[src/rtl/uart_tx_arb.sv]
// uart_tx_arb: round-robin arbiter that shares one UART transmitter among
// NUM_REQ requesters. A requester is accepted only in IDLE while the
// transmitter is quiet. Its character is launched with a one-cycle strobe.
// The arbiter then waits for the transmitter to go busy and back to idle.
// If the transmitter never starts, the arbiter gives up after a bounded wait.
//
// Ports:
//   clk_i, rst_ni        clock (rising edge), async active-low reset
//   req_vld_i[k]         requester k offers a character
//   req_data_i           character of requester k at [k*DATA_BITS +: DATA_BITS]
//   req_rdy_o            one-hot accept (combinational, IDLE only)
//   uart_tx_data_o       character presented to the transmitter
//   uart_tx_data_vld_o   one-cycle launch strobe
//   uart_we_o            write enable, high only with the strobe
//   uart_tx_active_i     transmitter busy flag
//   grant_id_o           index of the requester owning the transmitter
//   busy_o               arbiter not in IDLE
//   timeout_err_o        one-cycle pulse when the transmitter never started
//
// state        | meaning
// -------------+-----------------------------------------------------------
// S_IDLE       | waiting for a request while the transmitter is idle
// S_LAUNCH     | strobe asserted for the captured character
// S_WAIT_START | waiting for uart_tx_active_i to rise, bounded by a counter
// S_WAIT_DONE  | transmitter busy, waiting for it to fall
module uart_tx_arb #(
    parameter int NUM_REQ       = 4,
    parameter int DATA_BITS     = 8,
    parameter int START_TIMEOUT = 1024,
    localparam int GW           = $clog2(NUM_REQ)
) (
    input  logic                           clk_i,
    input  logic                           rst_ni,
    input  logic [NUM_REQ-1:0]             req_vld_i,
    input  logic [NUM_REQ*DATA_BITS-1:0]   req_data_i,
    output logic [NUM_REQ-1:0]             req_rdy_o,
    output logic [DATA_BITS-1:0]           uart_tx_data_o,
    output logic                           uart_tx_data_vld_o,
    output logic                           uart_we_o,
    input  logic                           uart_tx_active_i,
    output logic [GW-1:0]                  grant_id_o,
    output logic                           busy_o,
    output logic                           timeout_err_o
);

    localparam int GW1 = GW + 1;
    localparam int CW  = (START_TIMEOUT > 2) ? $clog2(START_TIMEOUT) : 1;

    typedef enum logic [1:0] {
        S_IDLE,
        S_LAUNCH,
        S_WAIT_START,
        S_WAIT_DONE
    } state_t;

    state_t                 state;
    logic [GW-1:0]          last_grant;
    logic [CW-1:0]          wait_cnt;

    logic [GW:0]            cand;
    logic [GW-1:0]          win_idx;
    logic                   win_found;
    logic [DATA_BITS-1:0]   win_data;
    logic                   grant_ok;

    // Round-robin search from last_grant+1. Walking the offsets from the
    // farthest to the nearest lets the nearest pending requester win.
    always_comb begin
        cand      = '0;
        win_idx   = '0;
        win_found = 1'b0;
        for (int i = NUM_REQ; i >= 1; i--) begin
            cand = {1'b0, last_grant} + GW1'(i);
            if (cand >= GW1'(NUM_REQ)) begin
                cand = cand - GW1'(NUM_REQ);
            end
            if (req_vld_i[cand[GW-1:0]]) begin
                win_idx   = cand[GW-1:0];
                win_found = 1'b1;
            end
        end
    end

    always_comb begin
        win_data = req_data_i[win_idx*DATA_BITS +: DATA_BITS];
    end

    // rst_ni is included so that the combinational accept is also zero while reset is held.
    assign grant_ok = rst_ni && (state == S_IDLE) && !uart_tx_active_i && win_found;

    always_comb begin
        req_rdy_o = '0;
        if (grant_ok) begin
            req_rdy_o[win_idx] = 1'b1;
        end
    end

    assign busy_o = (state != S_IDLE);

    always_ff @(posedge clk_i or negedge rst_ni) begin
        if (!rst_ni) begin
            state              <= S_IDLE;
            last_grant         <= GW'(NUM_REQ - 1);
            wait_cnt           <= '0;
            uart_tx_data_o     <= '0;
            uart_tx_data_vld_o <= 1'b0;
            uart_we_o          <= 1'b0;
            grant_id_o         <= '0;
            timeout_err_o      <= 1'b0;
        end else begin
            uart_tx_data_vld_o <= 1'b0;
            uart_we_o          <= 1'b0;
            timeout_err_o      <= 1'b0;
            case (state)
                S_IDLE: begin
                    if (grant_ok) begin
                        uart_tx_data_o     <= win_data;
                        grant_id_o         <= win_idx;
                        last_grant         <= win_idx;
                        uart_tx_data_vld_o <= 1'b1;
                        uart_we_o          <= 1'b1;
                        state              <= S_LAUNCH;
                    end
                end
                S_LAUNCH: begin
                    wait_cnt <= '0;
                    state    <= S_WAIT_START;
                end
                S_WAIT_START: begin
                    if (uart_tx_active_i) begin
                        state <= S_WAIT_DONE;
                    end else if (wait_cnt == CW'(START_TIMEOUT - 2)) begin
                        // Counter would now reach START_TIMEOUT-1. The
                        // registered pulse therefore lands START_TIMEOUT
                        // cycles after the strobe.
                        timeout_err_o <= 1'b1;
                        state         <= S_IDLE;
                    end else begin
                        wait_cnt <= wait_cnt + 1'b1;
                    end
                end
                S_WAIT_DONE: begin
                    if (!uart_tx_active_i) begin
                        state <= S_IDLE;
                    end
                end
                default: state <= S_IDLE;
            endcase
        end
    end

endmodule

[config.mk]
export PLATFORM = sky130hd
export DESIGN_NAME = uart_tx_arb
export DESIGN_NICKNAME = d
export VERILOG_FILES = /design/src/rtl/uart_tx_arb.sv
export SDC_FILE = /design/constraint.sdc
export NUM_CORES = 1
export LEC_CHECK = 0
export BUFFER_PORTS_ARGS = -buffer_cell sky130_fd_sc_hd__buf_2
export CAP_MARGIN = 10
export CORE_MARGIN = 3
export CORE_UTILIZATION = 43
export DETAILED_ROUTE_END_ITERATION = 10
export PLACE_DENSITY = 0.71
export SYNTH_ARGS = -nofsm -noshare
export SYNTH_HDL_FRONTEND = slang
export SYNTH_SLANG_ARGS = --single-unit
export TNS_END_PERCENT = 100
[constraint.sdc]
create_clock -name clk_i -period 2.63 [get_ports clk_i]
set_clock_uncertainty 0.2 [all_clocks]
set_input_delay 0.1315 -clock clk_i [delete_from_list [all_inputs] [get_ports clk_i]]
set_output_delay 0.1315 -clock clk_i [all_outputs]
set_load 0.05 [all_outputs]
### Word-level counts from Yosys, hierarchy flattened

Cells that the tools add are included.

| cells by class | value |
|---|---|
| reduce and logical (&&, ||, !) cells | 11 |
| magnitude comparators | 10 |
| shifts and indexed selects | 1 |
| muxes and demuxes | 36 |
| $add $sub $neg | 9 |
| equal/unequal tests | 9 |

Operators by type and width:

| operator | count |
|---|---|
| variable part select 32 x 6 -> 8 bit | 1 |
| two-way mux 2 bit | 12 |
| two-way mux 10 bit | 2 |
| case mux 10 bit (2 select lines) | 1 |
| less-than comparator 2 x 3 -> 1 bit, second input constant | 5 |
| two-way mux 1 bit | 14 |
| >= comparator 3 bit, second input constant | 4 |
| adder 10 x 1 -> 10 bit, second input constant | 1 |
| equality test 10 bit, second input constant | 1 |
| binary-select mux 1 bit (select 2 bit) | 4 |
| inequality test 2 bit, second input constant | 4 |
| case mux 2 bit (4 select lines) | 1 |
| subtractor 2 x 1 -> 2 bit, second input constant | 4 |
| adder 2 x 2 -> 3 bit, second input constant | 2 |
| AND reduction 3 bit | 2 |
| equality test 2 bit, second input constant | 2 |
| logical AND 1 bit | 4 |
| two-way mux 4 bit | 1 |
| nonzero test 2 bit | 2 |
| adder 2 x 1 -> 3 bit, second input constant | 1 |
| adder 2 x 3 -> 3 bit, second input constant | 1 |
| inequality test 3 bit, second input constant | 1 |
| demux 1 bit (select 2 bit) | 1 |
| equality test 2 x 1 -> 1 bit, second input constant | 1 |
| 4 further kinds | 4 |

| storage, ports and cells | value |
|---|---|
| input port bits | 39 |
| register bits | 26 |
| logic and storage cells | 83 |

### Depth between registers and ports, before layout

Gate-level depths: netlist of the first run.

| depth | value |
|---|---|
| word-level depth | 14 |
| depth in mapped cells | 7 |

### Worst setup path after synthesis of the first run

Ideal clock, no wire load.

| path | value |
|---|---|
| path type | flip-flop to output port |
| from | register state[1] |
| to | output req_rdy_o[0] |
| path slack | -0.003 ns |
| arrival time | 2.302 ns |
| cell stages (with the launch flop) | 7 |
| cell sequence | dfrtp_1 > nor2_2 > inv_1 > nor4b_4 > and2_2 > clkbuf_8 > nor2b_1 |

| on the way | value |
|---|---|
| word-level cells in the longest chain between the ends | 5 |

Ends and longest elaborated chain:

| what | line | text |
|---|---|---|
| start: declaration | 56 | `state_t state;` |
| start signal: assignment | 102 | `state <= S_IDLE;` |
| start signal: assignment | 122 | `state <= S_LAUNCH;` |
| start signal: assignment | 127 | `state <= S_WAIT_START;` |
| logical NOT 2 bit | 89 | `assign grant_ok = rst_ni && (state == S_IDLE) && !uart_tx_active_i && win_found;` |
| logical AND 1 bit (3 in series) | 89 |  |
| two-way mux 4 bit | 93 | `if (grant_ok) begin` |
| end: declaration | 36 | `output logic [NUM_REQ-1:0] req_rdy_o,` |

Every way passes these cells.

### Final worst setup path of the first run

| path | value |
|---|---|
| from | register last_grant[1] |
| to | register uart_tx_data_o[3] |

| on the way | value |
|---|---|
| word-level cells in the longest chain between the ends | 11 |

Ends and longest elaborated chain:

| what | line | text |
|---|---|---|
| start: declaration | 57 | `logic [GW-1:0] last_grant;` |
| start signal: assignment | 103 | `last_grant <= GW'(NUM_REQ - 1);` |
| start signal: assignment | 119 | `last_grant <= win_idx;` |
| parallel branches: the longest is 11 deep, another holds adder 2 x 3 -> 3 bit | n/a |  |
| end signal: assignment | 117 | `uart_tx_data_o <= win_data;` |
| end: declaration | 37 | `output logic [DATA_BITS-1:0] uart_tx_data_o,` |

Parallel ways; which one is timed is not known. The select of a mux whose other input is x is not followed.
A chain may end at the register's enable or synchronous reset.

==> metrics.txt, run 1 <==
largest net degree at the start of global routing 27; core area about 3500 um2; RSZ-0062 raised after global routing false; Final GP Congestion about 0.8; R2R setup slack approximately 0.17 ns; # Max-Cap Violations 0; syn avg cell area 9.75 um2; final instance area between 1500 and 2000 um2; fin crit share between 90 and 100%; PwrDens around 970 nW/um2; crit-path max FO 22; Critical Path Sink uart_tx_data_o[3]; area growth from synthesis to layout 25.0%; max frequency 0.407 GHz; ys flop type dfrtp_1; outcome finished clean; CTS sink cnt 26; PortBufs 56; Clk Latency, worst-skew pair around 0.27 ns; Mapped Area around 1600 um2; met2 Usage GRT between 20% and 30%; post-route minimum period between 2 and 2.5 ns; Total Die Area 4490 um2; top cell type's share of synthesized area 37.6%; Setup Crit Path Kind reg2reg; YS warnings 0; DP HPWL 2710 um; final wirelength 3600 um; CTS tree done; Synth Instances 164; placed cell area between 1500 and 2000 um2; asr flop ratio synth between 90% and 100%; initial antenna violation count 0; DRT Pass-1 Iters 4; vias post-DR 1431; final non-filler cell total 271; post-CTS setup repair buffer count 0; Worst EP arrival between 2 and 2.5 ns; vias in the first global route 1203; Pwr Total roughly 1.9 mW; Longest Clk Path Bufs 2; initial DRC count between 50 and 60; Overflow after GRT 0; Final setup viols 0; DRC Markers 0; Initial Utilization between 40 and 50%; Worst Max-Slew Pin Slew roughly 0.49 ns; Hold WC Path Type in2reg; dominant cell type by area after synthesis dfrtp_1; Die X between 60 and 70 um; number of fill cells ~340; M3 GR Usage ~4.2%; Critical path origin last_grant[1]; post-synthesis cell type count 43; WP data required 2.62 ns; register area share after synthesis between 40% and 50%; antenna cell count 0; worst reg2reg startpoint last_grant[1]; Fin. Hold Viols 0; die height roughly 67 um; final cell utilization of the core 57.6%; CTS clk-pin slew, worst paths 0.09 ns; Final ANT Viol Nets 0; ranking of synthesized cells by area dfrtp_1 (38%), mux2i_1 (6.9%), nor2_1 (5.6%); ratio of cells with drive above 1 in the final layout 34.7%; Post-synth top cells dfrtp_1 (24), nor2_1 (24), nand2_1 (14); Global Route Usage Sum between 10% and 20%; final slew viol count 0; CTS buffer count 3; Peak VDD IR approximately 540 uV; Post-synth EDFFs 0; setup_tns 0 ns; DR vias/cell between 5 and 6; CTS root buffer clkbuf_8; worst r2r dst uart_tx_data_o[3]; Cells after DPL 260; gr busiest metal met2; io pins 57; row cnt 21; H-tree depth 1; WL per Instance approximately 13 um; Seq cells post-synth 26; first-pass GRT wire length roughly 5600 um; crit path capture type flip-flop; Worst setup SP type flip-flop; Worst Reg-to-Reg Cells 6; met1 usage between 20% and 30%; syn_nets 205; Nets 267; LEAKAGE around 1.0 nW; worst rel slew slack about two thirds
-- worst max-delay path, cell delays in order (launching register included) --
cell and delay [ns]:
dfstp_2 0.61, mux2i_2 0.27, o21ai_2 0.08, a21o_4 0.28, mux2i_1 0.15, dlygate4sd3_1 0.56
a211oi_1 0.23
-- report_power, final --
part / internal, mW / total (mW) / switching (mW) / leakage [nW]
clock: 0.204 / 0.329 / 0.125 / 0.0357
combinational: 0.304 / 0.954 / 0.649 / 0.640
sequential: 0.540 / 0.649 / 0.109 / 0.323
total: 1.05 / 1.93 / 0.884 / 0.999
-- through the flow --
step / hold WS, ns / setup WS [ns]
detailed placement: 0.00998 / 0.555
global placement: 0.0103 / 0.597
global route: 0.00520 / 0.0171
CTS: 0.00210 / 0.128
finish: 0.00152 / 0.172
floorplan: -0.364 / 0.0752
-- layout by cell type, fill, tap and decap left out, types with 2 or more instances in the layout --
| master | instances |
|---|---|
| o21ai_0 | 6 |
| buf_2 | 56 |
| clkbuf_8 | 3 |
| dfstp_2 | 2 |
| a31oi_1 | 2 |
| inv_1 | 9 |
| nor3_1 | 2 |
| dfrtp_1 | 24 |
| xnor2_1 | 3 |
| dlygate4sd3_1 | 7 |
| and3_1 | 3 |
| a221oi_1 | 8 |
| mux2i_1 | 10 |
| nand2_1 | 14 |
| xor2_1 | 2 |
| mux2_2 | 2 |
| and2_2 | 2 |
| ha_1 | 2 |
| a211oi_1 | 8 |
| nor2_1 | 24 |
| nor2b_1 | 3 |
| buf_4 | 2 |
| nand3_1 | 8 |
-- state kept, by name, summed over array words and instances (netlist names) --
| name | flops |
|---|---|
| wait_cnt | 10 |
| state | 2 |
| grant_id_o | 2 |
| timeout_err_o | 1 |
| uart_tx_data_o | 8 |
| last_grant | 2 |
| uart_we_o | 1 |
-- layout make-up --
class	instances	area, um2	share of cell area, %
clock buffers	3	41.3	2.07
clock inverters	1	30.0	1.50
inverters	9	33.8	1.69
multi-input cells	121	818	40.9
flip-flops and latches	26	653	32.7
well taps	46	57.6	2.88
repair buffers	65	365	18.3
-- how the worst min path moves through the flow --
stage,start,endpoint,slack (ns),cells past startpoint
floorplan,rst_ni,grant_id_o[0],-0.36,0
global placement,rst_ni,wait_cnt[5],0.01,2
detailed placement,rst_ni,wait_cnt[5],0.01,2
CTS,req_data_i[13],uart_tx_data_o[5],0.002,3
global route,req_data_i[13],uart_tx_data_o[5],0.005,3
finish,req_data_i[13],uart_tx_data_o[5],0.002,3
-- per-layer routing --
| layer | wire (um) | part of all wire [%] | up-vias |
|---|---|---|---|
| met5 | 0 | 0 | - |
| met4 | 20 | 0.56 | 0 |
| met3 | 204 | 5.7 | 2 |
| met2 | 1700 | 47 | 40 |
| met1 | 1670 | 46 | 677 |
| li1 | - | - | 712 |
-- what timing repair did --
action                                  in CTS  in global routing
endpoints found under the setup margin       0                  1
hold buffers                                 7                  0
resized for setup                            0                  2
hold endpoints to repair                    31                  0
-- kinds of logic (layout without fill, tap and decap cells) --
family	after synthesis	count (layout)	share of synthesized area (%)
compound gates	34	34	16.4
xor+xnor	5	5	2.74
simple gates	67	67	21.7
fa+ha+maj	2	2	1.56
mux	13	13	8.29
buf+inv	17	78	8.53
flops	26	26	40.8
(Power assumes the default switching activity.)
==> run 2: changes to the inputs <==
PLACE_DENSITY = not set   (was 0.71)
PLACE_DENSITY_LB_ADDON = 0.25   (was not set)
==> run 2 against run 1 <==
Power is 2.9% lower. Final area about the same. Sequential share of layout area hardly changed. Maximum frequency decreased by 0.65%. Register-to-register slack got worse by 0.02 ns. Worst hold slack about the same. Clock-buffer cell count increased by 1. Setup slack worse by 0.016 ns. Critical path type unchanged.
==> metrics.txt, run 2 (synthesis gave the netlist of run 1 again) <==
max reg flops 10; number of fill cells roughly 360; DRT Pass-1 Iters 4; final instance area about 2000 um2; LEAKAGE ~1.0 nW; Worst Max-Slew Pin Slew ~0.58 ns; Overflow after GRT 0; RSZ-0062 raised after global routing false; DRC Markers 0; crit path capture type flip-flop; Fin. Hold Viols 0; post-route minimum period 2.47 ns; ratio of cells with drive above 1 in the final layout between 30% and 40%; Final ANT Viol Nets 0; placed cell area between 1500 and 2000 um2; Longest Clk Path Bufs 2; crit-path max FO 22; most frequent cells in the layout buf_2 (56), nor2_1 (24), dfrtp_1 (24), nand2_1 (14), mux2i_1 (10); fin crit share between 90% and 100%; Cells after DPL 261; # Max-Cap Violations 0; first-pass GRT wire length a little under 6000 um; final non-filler cell total between 200 and 300; initial antenna violation count 0; setup_tns 0 ns; CTS clk-pin slew, worst paths around 0.09 ns; Final setup viols 0; PwrDens between 900 and 1000 nW/um2; area growth from synthesis to layout 25.1%; Worst EP arrival around 2.5 ns; CTS sink cnt 26; Nets approximately 270; H-tree depth 1; antenna cell count 0; max frequency approximately 0.40 GHz; io pins 57; Global Route Usage Sum between 15 and 20%; die height 67.0 um; row cnt 21; Peak VDD IR 374 uV; Die X roughly 67 um; worst rel slew slack around three fifths; CTS buffer count 3; final wirelength between 3000 and 4000 um; Initial Utilization 46.1%; DR vias/cell 5.21; CTS root buffer clkbuf_8; core area about 3500 um2; largest registers wait_cnt (10), uart_tx_data_o (8); vias post-DR about 1.4k; Final GP Congestion about 0.81; vias in the first global route around 1.3k; Total Die Area 4490 um2; CTS tree done; Hold WC Path Type in2reg; Clk Latency, worst-skew pair roughly 0.27 ns; Worst setup SP type flip-flop; outcome finished clean; Setup Crit Path Kind reg2reg; largest net degree at the start of global routing 27; WP data required approximately 2.6 ns; final slew viol count 0; WL per Instance ~13 um; DP HPWL about 2700 um; PortBufs between 50 and 60; commonest non-fill, non-tap cell in the layout buf_2; initial DRC count between 70 and 80; Biggest register wait_cnt
run 2: critical path: stages (launching register included):
cell,delay (ns)
dfstp_2,0.61
mux2i_2,0.27
o21ai_2,0.08
a21o_4,0.28
mux2i_1,0.15
dlygate4sd3_1,0.56
a211oi_1,0.22
run 2: cell type report:
class,count,area [um2],share of cell area (%)
well taps,46,57.6,2.88
multi-input cells,121,818,40.9
repair buffers,67,383,19.1
clock buffers,4,55.1,2.75
inverters,9,33.8,1.69
flip-flops and latches,26,653,32.6
run 2: metal layers:
| metal | global-route usage (%) | share of wire (%) | vias up | wire length, um |
|---|---|---|---|---|
| met2 | 25.2 | 46 | 40 | 1660 |
| met4 | 6.33 | 0.22 | 0 | 8 |
| met1 | 24.5 | 48 | 667 | 1750 |
| met5 | 0 | 0 | - | 0 |
| met3 | 3.04 | 5.9 | 2 | 212 |
| li1 | - | - | 713 | - |
run 2: report_power, final:
part / internal, mW / total, mW / leakage [nW] / switching, mW
logic: 0.308 / 0.964 / 0.650 / 0.656
registers: 0.540 / 0.648 / 0.323 / 0.108
clock network: 0.134 / 0.264 / 0.0288 / 0.130
run 2: path summary, 6_finish.rpt:
kind / slack, ns / to / cells after the start / from
worst max-delay path: 0.16 / uart_tx_data_o[6] / 6 / last_grant[1]
worst min-delay path: 0.001 / uart_tx_data_o[4] / 3 / req_data_i[4]
max in group asynchronous: 1.72 / last_grant[1] / 3 / rst_ni
worst max register to register: 0.16 / uart_tx_data_o[6] / 6 / last_grant[1]
min in group asynchronous: 0.22 / wait_cnt[9] / 3 / rst_ni
worst min register to register: 0.30 / wait_cnt[8] / 1 / wait_cnt[8]
run 2: per-stage QoR:
step / setup slack [ns] / utilization [%] / hold WS [ns] / total power [mW]
floorplan: 0.0752 / - / -0.364 / 1.43
global placement: 0.595 / 53.6 / 0.00152 / 1.59
detailed placement: 0.567 / 53.6 / 0.00111 / 1.60
CTS: 0.124 / 57.5 / 0.00240 / 1.88
global route: 0.0155 / 57.7 / 0.0152 / 2.00
finish: 0.156 / 57.7 / 0.00137 / 1.88
run 2: what timing repair did:
| action | CTS | global route |
|---|---|---|
| buffers inserted | 0 | 0 |
| hold buffers | 8 | 0 |
| resized for setup | 0 | 2 |
| setup endpoints to repair | 0 | 2 |
| hold endpoints to repair | 32 | 0 |
==> run 3: changes to the inputs <==
CTS_BUF_LIST = sky130_fd_sc_hd__clkbuf_2   (was not set)
==> run 3 against run 2 <==
Critical path depth stayed put. Clock-buffer cell count is 1 lower. Worst hold slack better by 0.042 ns. Sequential cell count stayed put. Largest power group unchanged. Highest routed layer unchanged.
==> metrics.txt, run 3 (synthesis gave the netlist of run 1 again) <==
Hold WC Path Type in2reg; Worst Reg-to-Reg Cells 6; RSZ-0062 raised after global routing false; DRT Pass-1 Iters 4; worst r2r dst uart_tx_data_o[7]; Worst setup SP type flip-flop; core area 3470 um2; Die X approximately 67 um; Clk Latency, worst-skew pair 0.35 ns; vias post-DR approximately 1.5k; CTS clk-pin slew, worst paths 0.25 ns; Hold Crit Depth 3; Setup Crit Path Kind reg2reg; row cnt 21; Final GP Congestion between 0.8 and 0.9; vias in the first global route about 1.4k; Global Route Usage Sum a little under a fifth; post-place setup slack between 0.5 and 0.6 ns; worst reg2reg startpoint last_grant[1]; Final setup viols 0; CTS tree done; CTS sink cnt 26; initial DRC count 87; Total Die Area 4490 um2; setup_tns 0 ns; Critical path origin last_grant[1]; WL per Instance approximately 14 um; worst hold path endpoint uart_tx_data_o[0]; Initial Utilization a little under half; Biggest register wait_cnt; largest net degree at the start of global routing 27; Nets around 290; Fin. Hold Viols 0; CTS buffer count 3; initial antenna violation count 0; CTS root buffer clkbuf_2; final slew viol count 0; max frequency just under 0.4 GHz; max reg flops 10; crit path capture type flip-flop; fin crit share 96.2%; H-tree depth 1; worst hold margin 0.0433 ns; DRC Markers 0; crit-path max FO 11; most frequent cells in the layout buf_2 (54), dlygate4sd3_1 (25), nor2_1 (24), dfrtp_1 (24), nand2_1 (14); Worst EP arrival approximately 2.6 ns; PortBufs 56; final cell utilization of the core 62.3%; Worst Setup Slack, final just over 0.1 ns; first-pass GRT wire length between 6000 and 7000 um; final wirelength just over 4000 um; WP data required roughly 2.7 ns; commonest non-fill, non-tap cell in the layout buf_2; Peak VDD IR ~400 uV; antenna cell count 0; ratio of cells with drive above 1 in the final layout 32.7%; largest registers wait_cnt (10), uart_tx_data_o (8); R2R setup slack 0.10 ns; DP HPWL around 2700 um; # Max-Cap Violations 0; Worst Max-Slew Pin Slew ~0.52 ns; DR vias/cell 5.31; Longest Clk Path Bufs 2; io pins 57; Overflow after GRT 0; post-route minimum period approximately 2.5 ns; worst rel slew slack 64.7%; Final ANT Viol Nets 0; Pwr Total 1.84 mW; die height approximately 67 um; area growth from synthesis to layout 35.2%; PwrDens about 850 nW/um2; hold_sp req_data_i[24]; outcome finished clean; LEAKAGE 1.07 nW
==> run 3: cell types whose count changed in the layout (fill, tap and decap cells not counted), sizes merged <==
cell | previous run | this run
a21o | 2 | 3
buf | 59 | 57
clkbuf | 4 | 5
clkinv | 0 | 1
dlygate4sd3 | 8 | 25
==> run 3: where the power goes <==
part / switching [mW] / internal, mW
combinational: 0.687 / 0.353
clock: 0.122 / 0.0330
sequential: 0.108 / 0.538
total: 0.917 / 0.924
==> run 3: worst max path at each step <==
stage	endpoint	slack, ns	cells after the start
3_3_place_gp	req_rdy_o[3]	0.59	7
5_1_grt	uart_tx_data_o[5]	0.03	6
3_5_place_dp	req_rdy_o[3]	0.57	7
4_1_cts	uart_tx_data_o[7]	0.03	6
2_1_floorplan	req_rdy_o[3]	0.08	6
6_report	uart_tx_data_o[7]	0.10	6
==> run 3: through the flow <==
step | area (um2) | std cells
after floorplan | 1600 | 164
after global placement | 1860 | 261
after detailed placement | 1860 | 261
after CTS | 2120 | 289
after global routing | 2160 | 291
final | 2160 | 291
==> run 3: cell type report <==
cell class                      count  area [um2]
Fill cell                         329        1310
Multi-Input combinational cell    122         841
Sequential cell                    26         653
Timing Repair Buffer               84         558
Tap cell                           46        57.6
Inverter                            9        33.8
Clock buffer                        3        15.0
Clock inverter                      1        3.75
==> run 3: worst max-delay path, stage by stage (launching register included) <==
cell and delay, ns:
dfstp_2 0.66, mux2i_2 0.27, o21ai_2 0.10, a21o_4 0.26
mux2i_1 0.14, dlygate4sd3_1 0.57, a211oi_1 0.26
==> run 3: layer usage <==
metal,global-route usage [%],routed length [um],vias up
met4,6.58,37,0
met1,24.9,1870,732
li1,-,-,755
met5,0,0,-
met3,3.20,247,6
met2,28.6,1970,51
==> run 3: timing repair <==
action                     CTS  global route
hold endpoints to repair    38             1
hold buffers                24             1
buffers inserted             0             0
setup endpoints to repair    0            10
gates resized for setup      0             6
